--- src/rtl/mem_arbiter.sv ---
// Two-master (IFU/LSU) to one-slave memory arbiter: round-robin pick in IDLE,
// grant locked for one full request/response transaction.
module mem_arbiter #(
    parameter int ADDR_WIDTH = 32,
    parameter int DATA_WIDTH = 32,
    parameter int MASK_WIDTH = DATA_WIDTH / 8
) (
    input  logic                  clk,
    input  logic                  rst,
    input  logic                  ifu_req_valid,
    output logic                  ifu_req_ready,
    input  logic [ADDR_WIDTH-1:0] ifu_req_addr,
    output logic                  ifu_resp_valid,
    input  logic                  ifu_resp_ready,
    output logic [DATA_WIDTH-1:0] ifu_resp_rdata,
    input  logic                  lsu_req_valid,
    output logic                  lsu_req_ready,
    input  logic [ADDR_WIDTH-1:0] lsu_req_addr,
    input  logic                  lsu_req_wen,
    input  logic [DATA_WIDTH-1:0] lsu_req_wdata,
    input  logic [MASK_WIDTH-1:0] lsu_req_wmask,
    output logic                  lsu_resp_valid,
    input  logic                  lsu_resp_ready,
    output logic [DATA_WIDTH-1:0] lsu_resp_rdata,
    output logic                  mem_req_valid,
    input  logic                  mem_req_ready,
    output logic [ADDR_WIDTH-1:0] mem_req_addr,
    output logic                  mem_req_wen,
    output logic [DATA_WIDTH-1:0] mem_req_wdata,
    output logic [MASK_WIDTH-1:0] mem_req_wmask,
    input  logic                  mem_resp_valid,
    output logic                  mem_resp_ready,
    input  logic [DATA_WIDTH-1:0] mem_resp_rdata,
    output logic                  busy,
    output logic                  grant_lsu
);

    typedef enum logic [1:0] {IDLE, REQ, RESP} state_t;

    typedef struct packed {
        logic [ADDR_WIDTH-1:0] addr;
        logic                  wen;
        logic [DATA_WIDTH-1:0] wdata;
        logic [MASK_WIDTH-1:0] wmask;
    } mem_req_t;

    state_t   state_q, state_d;
    logic     owner_q, owner_d;      // 1 = LSU
    logic     last_grant_q, last_grant_d;
    logic     sel_lsu;
    logic     req_hs, resp_hs;
    mem_req_t ifu_req, lsu_req, fwd_req;

    // IFU is read-only: write fields are forced to zero on the shared port
    assign ifu_req = '{addr: ifu_req_addr, wen: 1'b0, wdata: '0, wmask: '0};
    assign lsu_req = '{addr: lsu_req_addr, wen: lsu_req_wen, wdata: lsu_req_wdata,
                       wmask: lsu_req_wmask};

    // Round-robin only in IDLE; afterwards the latched owner holds the port
    assign sel_lsu = (state_q == IDLE) ? (lsu_req_valid && (!ifu_req_valid || !last_grant_q))
                                       : owner_q;
    assign fwd_req = sel_lsu ? lsu_req : ifu_req;

    assign mem_req_addr   = fwd_req.addr;
    assign mem_req_wen    = fwd_req.wen;
    assign mem_req_wdata  = fwd_req.wdata;
    assign mem_req_wmask  = fwd_req.wmask;
    assign ifu_resp_rdata = mem_resp_rdata;
    assign lsu_resp_rdata = mem_resp_rdata;
    assign busy           = (state_q != IDLE);
    assign grant_lsu      = owner_q;

    always_comb begin
        mem_req_valid  = 1'b0;
        mem_resp_ready = 1'b0;
        ifu_resp_valid = 1'b0;
        lsu_resp_valid = 1'b0;
        case (state_q)
            IDLE: mem_req_valid = ifu_req_valid || lsu_req_valid;
            REQ:  mem_req_valid = sel_lsu ? lsu_req_valid : ifu_req_valid;
            RESP: begin
                mem_resp_ready = owner_q ? lsu_resp_ready : ifu_resp_ready;
                ifu_resp_valid = !owner_q && mem_resp_valid;
                lsu_resp_valid = owner_q && mem_resp_valid;
            end
            default: ;
        endcase
        // Handshakes are suppressed while reset is held
        if (rst) begin
            mem_req_valid  = 1'b0;
            mem_resp_ready = 1'b0;
            ifu_resp_valid = 1'b0;
            lsu_resp_valid = 1'b0;
        end
    end

    assign req_hs        = mem_req_valid && mem_req_ready;
    assign resp_hs       = mem_resp_valid && mem_resp_ready;
    assign ifu_req_ready = req_hs && !sel_lsu;
    assign lsu_req_ready = req_hs && sel_lsu;

    always_comb begin
        state_d      = state_q;
        owner_d      = owner_q;
        last_grant_d = last_grant_q;
        case (state_q)
            IDLE: if (mem_req_valid) begin
                owner_d = sel_lsu;
                state_d = mem_req_ready ? RESP : REQ;
            end
            REQ:  if (req_hs) state_d = RESP;
            RESP: if (resp_hs) begin
                state_d      = IDLE;
                last_grant_d = owner_q;
            end
            default: state_d = IDLE;
        endcase
    end

    always_ff @(posedge clk) begin
        if (rst) begin
            state_q      <= IDLE;
            owner_q      <= 1'b0;
            last_grant_q <= 1'b1;  // IFU wins the first tie
        end else begin
            state_q      <= state_d;
            owner_q      <= owner_d;
            last_grant_q <= last_grant_d;
        end
    end

endmodule

--- config.mk ---
export PLATFORM = sky130hd
export DESIGN_NAME = mem_arbiter
export DESIGN_NICKNAME = d
export VERILOG_FILES = /design/src/rtl/mem_arbiter.sv
export SDC_FILE = /design/constraint.sdc
export NUM_CORES = 1
export LEC_CHECK = 0
export ABC_AREA = 1
export BUFFER_PORTS_ARGS = -buffer_cell sky130_fd_sc_hd__buf_2
export CAP_MARGIN = 15
export CORE_AREA = 3 3 109 111
export DETAILED_ROUTE_END_ITERATION = 8
export DIE_AREA = 0 0 112 114
export RECOVER_POWER = 50
export SYNTH_ARGS = -nofsm -noshare
export SYNTH_HDL_FRONTEND = slang
export SYNTH_SLANG_ARGS = --single-unit
--- constraint.sdc ---
create_clock -name clk -period 1.5 [get_ports clk]
set_input_delay 0 -clock clk [delete_from_list [all_inputs] [get_ports clk]]
set_output_delay 0 -clock clk [all_outputs]
set_load 0.05 [all_outputs]
* Word-level counts from Yosys, hierarchy flattened *
Index checks and enable logic that the tools add are counted.

storage, ports and cells
  output and inout port bits = 141
  register bits after elaboration = 4
  logic and storage cells = 43

cells by class
  equality and inequality tests = 5
  reductions and logical operators = 18
  multiplexer cells = 17

operators with widths
  cell                                                             number
  69-bit 2-to-1 mux                                                1
  1-bit 2-to-1 mux                                                 10
  2-bit 2-to-1 mux                                                 4
  1-bit logical AND                                                7
  2-bit inequality test, second input constant                     3
  2-bit one-hot mux with 3 select lines                            1
  1-bit logical NOT                                                4
  2-bit AND reduction                                              2
  3-bit AND reduction                                              1
  2-bit by 1-bit == test with 1-bit output, second input constant  1
  2-bit == test, second input constant                             1
  2-bit logical NOT                                                1
  1-bit logical OR                                                 2
  1-bit one-hot mux with 2 select lines                            1
  2-bit nonzero test                                               1

* Longest topological paths before layout *
Gate-level depths: netlist of run 1.

  depth after elaboration = 10
  depth in mapped cells = 8

* Worst setup path after synthesis of run 1 *
OpenSTA, ideal clock, no wires.

  path kind = register to output
  start = register owner_q, in the netlist grant_lsu
  end = output port ifu_req_ready
  setup slack = -811 ps
  stages on the path, launching flop included = 7
  path buffers = 0
  arrival time = 2311 ps
  cells stage by stage = dfxtp_1 > o211ai_1 > nor2_1 > nor2_2 > nor2_2 > nand2_2 > nor2_1

between the ends
  word-level cells in the longest chain between the ends = 6
  elaborated cells between the ends (all ways) = 7
  those cells by class = mux: 4; reduce/logical: 3

RTL lines
  item                                   RTL line  RTL
  start, declared                        48        logic owner_q, owner_d;
  start signal, assigned                 127       owner_q <= owner_d;
  1-bit 2-to-1 mux                       60        assign sel_lsu = (state_q == IDLE) ? (lsu_req_valid && (!ifu_req_valid || !last_grant_q))
  1-bit 2-to-1 mux                       80        REQ: mem_req_valid = sel_lsu ? lsu_req_valid : ifu_req_valid;
  1-bit one-hot mux with 2 select lines  78        case (state_q)
  1-bit 2-to-1 mux                       89        if (rst) begin
  named net mem_req_valid                25        output logic mem_req_valid,
  1-bit logical AND                      97        assign req_hs = mem_req_valid && mem_req_ready;
  1-bit logical AND                      99        assign ifu_req_ready = req_hs && !sel_lsu;
  end, declared                          11        output logic ifu_req_ready,

The timed path passes the listed nets, and every way through them passes these cells.

* Worst setup path in the final report of run 1 *
  start = register state_q[1]
  end = output port mem_req_addr[25]

between the ends
  word-level cells in the longest chain between the ends = 3

RTL lines
  item                    RTL line  RTL
  start, declared         47        state_t state_q, state_d;
  start signal, assigned  126       state_q <= state_d;
  2-bit logical NOT       60
  1-bit 2-to-1 mux        60
  69-bit 2-to-1 mux       62        assign fwd_req = sel_lsu ? lsu_req : ifu_req;
  end, declared           27        output logic [ADDR_WIDTH-1:0] mem_req_addr,

Every way passes these cells.

==> results of run 1 <==
==> stage by stage <==
stage	instances	TNS, ns	hold slack [ns]
final	567	-1.82	0.0000285
after global routing	567	-6.63	0.000118
after CTS	562	-2.31	0.000497
after detailed placement	551	0	0.000497
after global placement	551	0	0.000497
after floorplan	292	-0.0152	0.0645
==> cell usage in the layout (no fill, tap or decap), drive strengths merged, types with 2 or more instances in the layout <==
| cell | synthesis | final |
|---|---|---|
| a21oi | 4 | 4 |
| clkbuf | 0 | 6 |
| nand2 | 106 | 106 |
| dfxtp | 4 | 4 |
| buf | 74 | 203 |
| o21ai | 2 | 2 |
| nor3 | 3 | 3 |
| inv | 47 | 47 |
| nor2 | 48 | 48 |
==> how the worst max path moves through the flow <==
stage	endpoint	slack (ns)	depth (start not counted)
floorplan	lsu_req_ready	-0.02	7
global placement	mem_req_addr[8]	0.05	7
detailed placement	mem_req_addr[6]	0.04	7
CTS	lsu_req_ready	-0.10	9
global route	mem_req_addr[31]	-0.16	10
finish	mem_req_addr[25]	-0.07	10
==> registers in the layout, summed over array words and instances (netlist names) <==
register / cells
state_q: 2
last_grant_q: 1
grant_lsu: 1
==> routing by layer <==
| metal | routed length [µm] | vias up | share of wire |
|---|---|---|---|
| li1 | - | 1043 | - |
| met5 | 0 | - | 0 |
| met1 | 1920 | 837 | 0.30 |
| met2 | 3340 | 150 | 0.52 |
| met4 | 212 | 0 | 0.033 |
| met3 | 906 | 28 | 0.14 |
==> power by group <==
group          switching [mW]  leakage [nW]  internal [mW]
logic                    1.60          1.71          0.971
registers             0.00810        0.0342          0.114
clock network          0.0533        0.0228          0.181
==> timing repair <==
item | in CTS | in global routing
gates cloned | 2 | 2
setup buffers | 5 | 3
resized for setup | 131 | 42
pin swaps | 3 | 8
endpoints found under the setup margin | 71 | 59
==> final cells by class <==
type                       instances  share of cell area
multi-input combinational        167               0.293
tap                              140              0.0575
inverter                          47              0.0620
clock buffer                       4              0.0148
sequential                         4              0.0283
timing repair buffer             205               0.544
==> critical path: cells and delay by family, from the launching register on <==
kind                   cells  cell delay, ns
buffers and inverters      5            0.54
flip-flops                 1            0.33
AND/OR/NAND/NOR            5            0.49
==> logic make-up after synthesis <==
logic type	share of synthesized area
compound gates	0.0330
buf+inv	0.483
flops	0.0542
simple gates	0.429
==> metrics.txt, run 1 <==
Max Cap Viol 0; Die Span Y between 100 and 150 µm; worst vdd ir around 380 µV; met1 usage 0.0849; Die ar. approximately 13000 µm²; Total Power 2.93 mW; outcome complete, but fails checks; Final Max Tran Viols 0; Netlist Area Pre-Place 1480 µm²; Iteration-0 DRC Markers 29; Max stage delay on crit path 0.33 ns; drt first pass iters 4; Detailed Place HPWL around 4.8 mm; DP Area around 2300 µm²; CTS buffer count 3; Post-Syn Instances between 200 and 300; final instance area 3050 µm²; CTS tree done; Synth warnings 0; post-route setup slack -0.0714 ns; area added between synthesis and finish 106%; sequential share of the synthesized area 0.0542; Critical-path top delay cell dfxtp_2; clock period minus worst slack 1.57 ns; first-pass GRT wire length ~9.3 mm; later-pin clock latency in the skew report ~0.21 ns; Initial Util 0.136; core box area 10900 µm²; Reg-to-Reg Start state_q[1]$_SDFFE_PP0P_; WHS Endpoint lsu_resp_rdata[16]; number of global-route vias before repair 2040; met2 GRT Util 0.166; # H-tree levels 1; Place WS between 0.04 and 0.05 ns; Hold Vio Cnt, Final 0; CP most frequent cell buf_6; P_leak around 1.8 nW; Fin Clk Skew 0.00175 ns; Worst R2R Path Depth 10; area leader, netlist buf_4; Vias/cell approximately 3.6; arrival time at the worst endpoint about 1.6 ns; pin count of the biggest net entering global routing 20; register area 86.3 µm²; register bit total from synthesis 4; die span in x between 100 and 150 µm; Cell Chain, Critical Path nor2_4 > inv_6 > nand2_4 > nand2_8 > inv_8 > buf_6 > clkbuf_16 > nand2_2 > nand2_1 > buf_6; synthesized area per cell 5.06 µm²; FFs w/ async S/R, synth 0; port bufs between 150 and 200; CTS root buf clkbuf_8; # DRC 0; Worst-path clk slew about 0.030 ns; Multi-input gate area 893 µm²; Critical Path RT approximately 1.5 ns; CTS Sinks 4; worst r2r dst state_q[0]$_SDFFE_PP0P_; Synth top area share 0.340; crit path capture type primary output; Synthesized Nets 433; crit path kind flop to primary output; layout cell share with drive strength beyond 1 0.649; gr usage total 0.0877; # IOs 282; Crit. Startpoint state_q[1]$_SDFFE_PP0P_; grt peak-use layer met2; Worst-Margin Slew 0.262 ns; violated checks setup timing; Hold Path Stages 0; CP max FO 7; num rows 38; wire per inst roughly 11 µm; Cell variety after synth 19; Startpoint Class flop; Post-synth EDFFs 0; Placer Congestion 0.744; Vias 2058; final core occ 0.280; # setup viols final 43; WL final between 6 and 7 mm; Pwr Density just under 1000 nW/µm²; Hold-fix buffers, CTS 0; count leader, synth nand2_1; HP Class input pin to primary output; Slew HR 0.826; Main synth FF type dfxtp_1; Fill cells about 1200; initial antenna violation count 0; Routed Antenna Nets 0; fin crit share 1.05; Commonest cells post-synth nand2_1 (104), buf_4 (67), inv_1 (44), nor2_1 (44), buf_2 (7); Final #Nets 569; Max Fclk 636 MHz; antenna cells 0; RSZ-0062 raised after global routing yes; routing usage on met3 0.0324; synth top area cells buf_4 (34%), nand2_1 (26%), inv_1 (11%); Longest Clk Path Bufs 2; HP Start mem_resp_rdata[16]; gr ovfl total 0; reg2reg setup slack around 0.060 ns
Note: power is estimated with default switching activity, not from simulation.
==> inputs of run 2 (changes only) <==
- CORE_AREA: 3 3 109 111 -> 3 3 108 110
- DIE_AREA: 0 0 112 114 -> 0 0 111 113
- clock period: 1.5 -> 2 ns (I/O delays scaled with it)
==> metrics.txt, run 2 (synthesized netlist as in run 1, its figures left out) <==
# IOs 282; outcome completed; fin crit share 0.834; num rows 38; later-pin clock latency in the skew report between 0.2 and 0.25 ns; Hold Vio Cnt, Final 0; first-pass GRT wire length about 8.3 mm; Clock power frac 0.102; Hold-fix buffers, CTS 0; commonest non-fill, non-tap cell in the layout buf_2; Multi-input gate area ~700 µm²; RSZ-0062 raised after global routing no; Pwr Density about 760 nW/µm²; pin count of the biggest net entering global routing 50; Sw Share 0.666; # H-tree levels 1; arrival time at the worst endpoint approximately 1.7 ns; HP Class input pin to primary output; Worst-path clk slew approximately 0.030 ns; largest register by flop count state_q; Slew HR 0.576; Fin Clk Skew approximately 0.00022 ns; gr ovfl total 0; crit path capture type primary output; initial antenna violation count 0; sequential power share 0.056; Final #Nets 552; Max Cap Viol 0; Vias around 1900; area added between synthesis and finish 44.7%; final instance area ~2100 µm²; met2 GRT Util 0.137; Worst-Margin Slew approximately 0.64 ns; # setup viols final 0; post_cts resized 0; Critical Path RT around 2 ns; Max Fclk around 600 MHz; max FFs per register 2; routing usage on met3 0.0299; port bufs ~190; final core occ 0.198; Fill cells 1255; Total Power 1.63 mW; internal power component approximately 540 µW; Startpoint Class flop; Final Max Tran Viols 0; drt first pass iters 4; number of global-route vias before repair 1828; DP Area approximately 2100 µm²; CTS buffer count 3; Routed Antenna Nets 0; Post-CTS Setup Inserts 0; CTS Sinks 4; wire per inst around 10 µm; worst vdd ir approximately 240 µV; setup TNS 0 ns; Longest Clk Path Bufs 2; Iteration-0 DRC Markers 69; combinational fraction of design power 0.842; Die Span Y ~110 µm; P_leak about 1.5 nW; WL final 5.39 mm; # DRC 0; CP max FO 21; core box area 10800 µm²; CTS tree done; register area 80.1 µm²; Initial Util 0.137; clock period minus worst slack ~1.7 ns; gr usage total 0.0783; layout cell share with drive strength beyond 1 0.479; crit path kind flop to primary output; antenna cells 0; grt peak-use layer met2; Detailed Place HPWL about 4.6 mm; Vias/cell between 3 and 4; Net Switching about 1.1 mW; met1 usage 0.0833; Placer Congestion approximately 0.71; most frequent cells in the layout buf_2 (180), nand2_1 (104), inv_1 (45), nor2_1 (43); die span in x 111 µm; CTS root buf clkbuf_8; Die ar. 12500 µm²
==> run 2: cell count changes in the layout (fill, tap and decap cells not counted), sizes merged <==
cell    change
clkbuf      +1
buf        -19
==> run 2: worst paths after layout <==
path	slack, ns	start	cells after the start	to
setup / recovery	0.33	state_q[0]$_SDFFE_PP0P_	8	mem_req_addr[11]
hold / removal	0.00002	mem_resp_rdata[29]	0	ifu_resp_rdata[29]
setup reg to reg	0.60	grant_lsu$_SDFFE_PP0P_	8	state_q[0]$_SDFFE_PP0P_
hold reg to reg	0.49	last_grant_q$_SDFFE_PP1P_	2	last_grant_q$_SDFFE_PP1P_
==> run 2: area by class of cell <==
cell class / instances / area share
multi-input combinational: 167 / 0.319
timing repair buffer: 188 / 0.460
clock buffer: 3 / 0.0193
inverter: 47 / 0.0825
tap: 140 / 0.0819
sequential: 4 / 0.0374
==> run 2: per-layer routing <==
metal,vias to the layer above,share of wire
met5,-,0
met4,0,0.033
met3,29,0.12
met2,112,0.48
met1,749,0.36
li1,1007,-
==> run 2: metrics by stage <==
stage	std cells	hold WS (ns)	setup slack (ns)
after floorplan	292	0.0665	0.0704
after global placement	546	0.000497	0.575
after detailed placement	546	0.000497	0.541
after CTS	549	0.000497	0.312
after global routing	549	0.000103	0.180
final	549	0.0000242	0.331
==> run 2: power groups by stage <==
| stage | sequential (mW) | combinational [mW] | clock (mW) |
|---|---|---|---|
| 6_report | 0.0916 | 1.37 | 0.166 |
| 5_1_grt | 0.0925 | 1.47 | 0.183 |
| 4_1_cts | 0.0918 | 1.39 | 0.171 |
| 3_5_place_dp | 0.0929 | 1.39 | 0 |
| 3_3_place_gp | 0.0925 | 1.39 | 0 |
| 2_1_floorplan | 0.0963 | 1.36 | 0 |
==> run 2: critical path, cell delays in order, from the launching register on <==
cell and delay (ns):
dfxtp_1 0.41, nor2_4 0.07, inv_2 0.08, nand2_1 0.07
nand2_2 0.12, buf_4 0.26, nand2_1 0.08, nand2_1 0.08
buf_2 0.26
